### src/rtl/inst_fetch_pkg.sv
//--------------------------------------------------------------------
// inst_fetch_pkg: shared constants, FSM states and queue entry type.
// Revision 1.0
//--------------------------------------------------------------------
`default_nettype none

package inst_fetch_pkg;

  localparam logic RstEnable   = 1'b1;
  localparam logic ChipEnable  = 1'b1;
  localparam logic ChipDisable = 1'b0;
  localparam logic [31:0] ZeroWord = 32'h0000_0000;
  localparam int InstAddrBus = 32;
  localparam int InstBus     = 32;

  typedef enum logic [0:0] {
    IfStateIdle = 1'b0,
    IfStateRun  = 1'b1
  } if_state_e;

  typedef struct packed {
    logic [InstAddrBus-1:0] pc;
    logic [InstBus-1:0]     inst;
  } fetch_entry_t;

endpackage

`default_nettype wire

### src/rtl/inst_fetch_if.sv
//--------------------------------------------------------------------
// inst_fetch_if: control, ROM and IF/ID signals of the fetch unit.
// Revision 1.0
//--------------------------------------------------------------------
`default_nettype none

interface inst_fetch_if;
  import inst_fetch_pkg::*;

  logic                   stall_i;
  logic                   flush_i;
  logic [InstAddrBus-1:0] new_pc_i;
  logic                   branch_flag_i;
  logic [InstAddrBus-1:0] branch_target_address_i;
  logic                   rom_ce_o;
  logic [InstAddrBus-1:0] rom_addr_o;
  logic [InstBus-1:0]     rom_inst_i;
  logic                   if_valid_o;
  logic [InstAddrBus-1:0] if_pc_o;
  logic [InstBus-1:0]     if_inst_o;

  modport master (
    input  stall_i, flush_i, new_pc_i, branch_flag_i, branch_target_address_i, rom_inst_i,
    output rom_ce_o, rom_addr_o, if_valid_o, if_pc_o, if_inst_o
  );

  modport slave (
    output stall_i, flush_i, new_pc_i, branch_flag_i, branch_target_address_i, rom_inst_i,
    input  rom_ce_o, rom_addr_o, if_valid_o, if_pc_o, if_inst_o
  );

endinterface

`default_nettype wire

### src/rtl/inst_fetch_q.sv
//--------------------------------------------------------------------
// inst_fetch_q: two-entry prefetch FIFO with clear; head is registered.
// Revision 1.0
//--------------------------------------------------------------------
`default_nettype none

module inst_fetch_q
  import inst_fetch_pkg::*;
(
  input  wire logic         clk,
  input  wire logic         rst,
  input  wire logic         clear,
  input  wire logic         push,
  input  wire logic         pop,
  input  wire fetch_entry_t din,
  output fetch_entry_t      head,
  output logic [1:0]        count
);

  fetch_entry_t tail;

  always_ff @(posedge clk) begin
    if (rst == RstEnable) begin
      head  <= '{pc: ZeroWord, inst: ZeroWord};
      tail  <= '{pc: ZeroWord, inst: ZeroWord};
      count <= 2'd0;
    end else if (clear) begin
      count <= 2'd0;
    end else begin
      case ({push, pop})
        2'b10: begin
          if (count == 2'd0) head <= din;
          else               tail <= din;
          if (count != 2'd2) count <= count + 2'd1;
        end
        2'b01: begin
          head <= tail;
          if (count != 2'd0) count <= count - 2'd1;
        end
        2'b11: begin
          // Simultaneous push/pop: the new word lands behind whatever survives the pop.
          if (count == 2'd2) begin
            head <= tail;
            tail <= din;
          end else begin
            head <= din;
          end
        end
        default: ;
      endcase
    end
  end

endmodule

`default_nettype wire

### src/rtl/inst_fetch.sv
//--------------------------------------------------------------------
// inst_fetch: fetch PC/FSM with delay-slot branch, flush and prefetch queue.
// Revision 1.0
//--------------------------------------------------------------------
`default_nettype none

module inst_fetch
  import inst_fetch_pkg::*;
#(
  parameter logic [31:0] RESET_PC = 32'h0000_0000,
  parameter int          DEPTH    = 2
) (
  input wire logic     clk,
  input wire logic     rst,
  inst_fetch_if.master bus
);

  localparam logic [1:0] Q_DEPTH = DEPTH[1:0];

  if_state_e              state;
  logic                   rom_ce;
  logic [InstAddrBus-1:0] pc;
  fetch_entry_t           head;
  logic [1:0]             count;

  logic valid, pop, push, take_branch, q_clear, q_push, q_pop;

  always_comb begin
    valid       = (count != 2'd0);
    pop         = valid && !bus.stall_i;
    push        = (state == IfStateRun) && (rom_ce == ChipEnable) && ((count < Q_DEPTH) || pop);
    take_branch = bus.branch_flag_i && !bus.stall_i && !bus.flush_i;
    // A branch with a non-empty queue: the head leaves as the delay slot, the rest is wrong-path.
    q_clear     = bus.flush_i || (take_branch && valid);
    q_push      = push && !q_clear;
    q_pop       = pop && !q_clear;
  end

  always_ff @(posedge clk) begin
    if (rst == RstEnable) begin
      state  <= IfStateIdle;
      rom_ce <= ChipDisable;
      pc     <= RESET_PC;
    end else begin
      case (state)
        IfStateIdle: begin
          state  <= IfStateRun;
          rom_ce <= ChipEnable;
        end
        default: begin
          state  <= IfStateRun;
          rom_ce <= ChipEnable;
        end
      endcase
      if (bus.flush_i)       pc <= bus.new_pc_i;
      else if (take_branch)  pc <= bus.branch_target_address_i;
      else if (push)         pc <= pc + 32'd4;
    end
  end

  inst_fetch_q u_q (
    .clk   (clk),
    .rst   (rst),
    .clear (q_clear),
    .push  (q_push),
    .pop   (q_pop),
    .din   ('{pc: pc, inst: bus.rom_inst_i}),
    .head  (head),
    .count (count)
  );

  assign bus.rom_ce_o   = rom_ce;
  assign bus.rom_addr_o = pc;
  assign bus.if_valid_o = valid;
  assign bus.if_pc_o    = head.pc;
  assign bus.if_inst_o  = head.inst;

endmodule

`default_nettype wire

### src/flat_wrapper.sv
// flat-port wrapper written by rule: the top's interface ports become plain ports
module inst_fetch_flat import inst_fetch_pkg::*;
#(
  parameter logic [31:0] RESET_PC = 32'h0000_0000,
  parameter int          DEPTH    = 2
)
  (clk, rst, bus_stall_i, bus_flush_i, bus_new_pc_i, bus_branch_flag_i, bus_branch_target_address_i, bus_rom_inst_i, bus_rom_ce_o, bus_rom_addr_o, bus_if_valid_o, bus_if_pc_o, bus_if_inst_o);
  inst_fetch_if bus_i ();
  input wire logic clk;
  input wire logic rst;
  input wire logic [$bits(bus_i.stall_i)-1:0] bus_stall_i;
  input wire logic [$bits(bus_i.flush_i)-1:0] bus_flush_i;
  input wire logic [$bits(bus_i.new_pc_i)-1:0] bus_new_pc_i;
  input wire logic [$bits(bus_i.branch_flag_i)-1:0] bus_branch_flag_i;
  input wire logic [$bits(bus_i.branch_target_address_i)-1:0] bus_branch_target_address_i;
  input wire logic [$bits(bus_i.rom_inst_i)-1:0] bus_rom_inst_i;
  output wire logic [$bits(bus_i.rom_ce_o)-1:0] bus_rom_ce_o;
  output wire logic [$bits(bus_i.rom_addr_o)-1:0] bus_rom_addr_o;
  output wire logic [$bits(bus_i.if_valid_o)-1:0] bus_if_valid_o;
  output wire logic [$bits(bus_i.if_pc_o)-1:0] bus_if_pc_o;
  output wire logic [$bits(bus_i.if_inst_o)-1:0] bus_if_inst_o;
  assign bus_i.stall_i = bus_stall_i;
  assign bus_i.flush_i = bus_flush_i;
  assign bus_i.new_pc_i = bus_new_pc_i;
  assign bus_i.branch_flag_i = bus_branch_flag_i;
  assign bus_i.branch_target_address_i = bus_branch_target_address_i;
  assign bus_i.rom_inst_i = bus_rom_inst_i;
  assign bus_rom_ce_o = bus_i.rom_ce_o;
  assign bus_rom_addr_o = bus_i.rom_addr_o;
  assign bus_if_valid_o = bus_i.if_valid_o;
  assign bus_if_pc_o = bus_i.if_pc_o;
  assign bus_if_inst_o = bus_i.if_inst_o;
  inst_fetch #(.RESET_PC(RESET_PC), .DEPTH(DEPTH)) u_core (.clk(clk), .rst(rst), .bus(bus_i));
endmodule
### config.mk
export PLATFORM = sky130hd
export DESIGN_NAME = inst_fetch_flat
export DESIGN_NICKNAME = d
export VERILOG_FILES = /design/src/rtl/inst_fetch_pkg.sv /design/src/rtl/inst_fetch_if.sv /design/src/rtl/inst_fetch_q.sv /design/src/rtl/inst_fetch.sv /design/src/flat_wrapper.sv
export SDC_FILE = /design/constraint.sdc
export NUM_CORES = 1
export LEC_CHECK = 0
export ABC_CLOCK_PERIOD_IN_PS = 2240
export CORE_ASPECT_RATIO = 0.5
export CORE_MARGIN = 1.5
export CORE_UTILIZATION = 44
export DETAILED_ROUTE_END_ITERATION = 12
export HOLD_SLACK_MARGIN = 0.15
export PLACE_DENSITY = 0.76
export SYNTH_ARGS = -nofsm -noshare
export SYNTH_HDL_FRONTEND = slang
export SYNTH_SLANG_ARGS = --single-unit
### constraint.sdc
create_clock -name clk -period 2.24 [get_ports clk]
set_clock_uncertainty 0.2 [all_clocks]
set_input_delay 0.336 -clock clk [delete_from_list [all_inputs] [get_ports clk]]
set_output_delay 0.336 -clock clk [all_outputs]
set_load 0.01 [all_outputs]
==> impl_metrics.toml <==
[clock_tree]
numCtsBuffers = 17
cts_buffer_depth = 2
htree_levels = 4
clock_latency_ps = 430
cts_root_buf = "clkbuf_16"
clk_pin_slew_ps = 60
cts_tree = "yes"
clock_sinks = 163

[critical_path]
r2r_cells = 6
reg2reg_slack_ps = 50
cp.arrival_ps = 2280
worstSetupPathType = "flop to flop"
start_kind = "flop"
cp_data_required_time_ps = 2330
r2r_end = "u_core.bus.rom_addr_o[19]"
crit_path_end_kind = "flop"
crit_path_max_fanout = 10
r2r-start = "u_core.bus.rom_addr_o[14]"

[yosys]
synth_edf_count = 0
ys.flop_type = "dfxtp_1"
synthTopCellsByArea = "dfxtp_1 44%, mux2i_1 9.0%, nand2_1 8.6%, a211oi_1 7.1%, a21oi_1 6.7%"
synthArstFlopShare_pct = 0
synth_top_area_cell = "dfxtp_1"
syn_avg_cell_area_sq_um = 8.18
syn_nets = 1016
yosysSeqAreaShare_pct = 43.6
synth_top_area_share_pct = 43.6
ys_ff_latch = 163
ys_types = 62
syn_inst = 914
yosysWarnings = 0
synth.cell_area_sq_um = 7480

[timing]
min_period_ps = 2190
setup_ws_ps = 53.5
maxSlewHeadroom_pct = 53.9
holdWs_ps = 244
slew_viol_final = 0
setup_viol = 0
max_freq_mhz = 457
period_share_pct = 97.6
rsz0062_at_grt = "false"
worst_pin_slew_ps = 692
finalHoldViolCount = 0

[layout]
layout_commonest_cell = "clkdlybuf4s50_1"
area_delta_synth_final_pct = 46.1
layout_common_cells = "196 x clkdlybuf4s50_1, 170 x nand2_1, 162 x dfxtp_1, 99 x a21oi_1, 89 x nor2_1"
multi_input_area_sq_um = 3880
nets = 1254
final_layout_size_suffix_gt1_share_pct = 12.9
regArea_sq_um = 3260
design_area_sq_um = 10900
fillers = 1357
fin_cells = 1392
antennaDiodeCount = 0

[pwr]
internal_power_mw = 5.34
swShare_pct = 26.3
p_comb_share_pct = 16.8
p_switching_mw = 1.90
power_density_nw_per_um2 = 663
sequentialPowerShare_pct = 43.0
clockPowerShare_pct = 40.3
ir_worst_vdd_v = 0.000602
p_leak_nw = 4.41
total_power_mw = 7.24

[detailed_routing]
drt_iter0_drc = 450
firstDrtPassIters = 4
vias_per_cell = 5.48
vias = 7630
antenna_left = 0
post-route-drc-count = 0
routed_wl_mm = 23.2
wl_per_cell_microns = 16.7

[die]
io_pins = 199
die-area_sq_um = 17800
die_w_microns = 187
die_h_microns = 95.2
rows = 33
start_util_pct = 45.3
core_sq_um = 16500

[grt]
grt_max_degree = 87
grt_pass1_wl_mm = 37.2
grt_pass1_vias = 7208
grt_antenna_before_repair = 0
grt-ovfl-total = 0
gr-usage-all-layers_pct = 26.3

[hold_path]
min_to = "u_core.bus.rom_addr_o[20]"
hold_depth = 3
hp-start = "bus_flush_i"
hold_class = "input port to flop"

[placement]
dpl_cell_area_sq_um = 10300
dp_hpwl_mm = 16.4
pre_cts_ws_ps = -349
dpl.cell_count = 1359
gp_congestion = 0.880
io_buffer_count = 198

[run_status]
status = "completed"

[job]
drv_cap = 0
layer usage:
| layer | global-route usage, % | vias to the layer above | share of wire (%) |
|---|---|---|---|
| li1 | - | 3735 | - |
| met1 | 34.4 | 3613 | 45 |
| met2 | 43.4 | 240 | 47 |
| met3 | 5.52 | 42 | 5.8 |
| met4 | 9.54 | 0 | 2.1 |
| met5 | 0 | - | 0 |
power by group through the flow:
stage	clock, mW	combinational (mW)	sequential [mW]
finish	2.91	1.22	3.11
detailed placement	0	1.20	3.18
global route	3.11	1.31	3.12
floorplan	0	0.434	3.24
global placement	0	1.18	3.17
CTS	2.96	1.21	3.11
final cells by class:
class / instances / share of cell area [%]
sequential: 163 / 29.9
inverter: 7 / 0.240
multi-input combinational: 665 / 35.5
clock inverter: 13 / 1.41
tap: 227 / 2.60
clock buffer: 19 / 3.96
timing repair buffer: 298 / 26.4
worst max-delay path by stage:
stage	cells after the start	slack, ps	from	to
after global placement	6	-200	bus_stall_i	u_core.u_q.head[48]
after CTS	3	40	u_core.u_q.count[1]	bus_if_valid_o
after detailed placement	6	-350	bus_stall_i	u_core.u_q.head[38]
after global routing	7	2	bus_stall_i	u_core.bus.rom_addr_o[24]
final	6	50	u_core.bus.rom_addr_o[14]	u_core.bus.rom_addr_o[19]
after floorplan	6	20	u_core.bus.rom_addr_o[2]	u_core.bus.rom_addr_o[20]
state kept, by name, summed over array words and instances (netlist names):
register and cells:
u_core.u_q.head 64, u_core.u_q.tail 64, u_core.bus.rom_addr_o 32, u_core.u_q.count 2
u_core.state 1
synth_stat cells (2+ instances only):
| master | count |
|---|---|
| a211oi_1 | 71 |
| a21o_1 | 2 |
| a21oi_1 | 100 |
| a221oi_1 | 3 |
| a311oi_1 | 4 |
| a31oi_1 | 16 |
| and2_1 | 2 |
| and3_1 | 15 |
| and3_2 | 2 |
| and4_1 | 3 |
| buf_1 | 6 |
| buf_2 | 25 |
| buf_4 | 5 |
| clkbuf_1 | 42 |
| dfxtp_1 | 163 |
| inv_1 | 6 |
| mux2i_1 | 67 |
| nand2_1 | 171 |
| nand2b_1 | 4 |
| nand3_1 | 20 |
| nand4_1 | 8 |
| nor2_1 | 90 |
| nor3_1 | 12 |
| nor3b_1 | 2 |
| nor4_1 | 4 |
| o211ai_1 | 5 |
| o21a_1 | 2 |
| o21ai_0 | 20 |
| o221a_2 | 2 |
| o221ai_1 | 2 |
| o311ai_0 | 2 |
| o31a_1 | 2 |
| or3_1 | 2 |
| or4_1 | 2 |
| xnor2_1 | 2 |
| xor2_1 | 4 |
logic make-up after synthesis:
family	share of synthesized area, %
buf+inv	5.09
simple gates	20.4
mux	8.97
flops	43.6
fa+ha+maj	0.167
xor+xnor	0.703
compound gates	21.1
critical path: stages, from the launching register on:
cell	delay, ps
dfxtp_1	380
nand4_4	180
nor4_4	300
buf_4	220
nand3_1	210
xor2_1	190
a211oi_1	370
per-stage QoR:
stage	utilization, %	setup TNS (ps)
final	66.2	0
after global routing	66.2	0
after CTS	66.0	0
after detailed placement	62.4	-34420
after global placement	62.4	-24640
after floorplan	-	0
what timing repair did:
item                                   CTS  global route
hold buffers                             1             0
pin swaps                                0             1
buffers inserted                         0             0
endpoints found under the hold margin    1             0
setup endpoints to repair                2            13
resized for setup                        3             4
No activity file was read; power rests on OpenSTA's default activity.
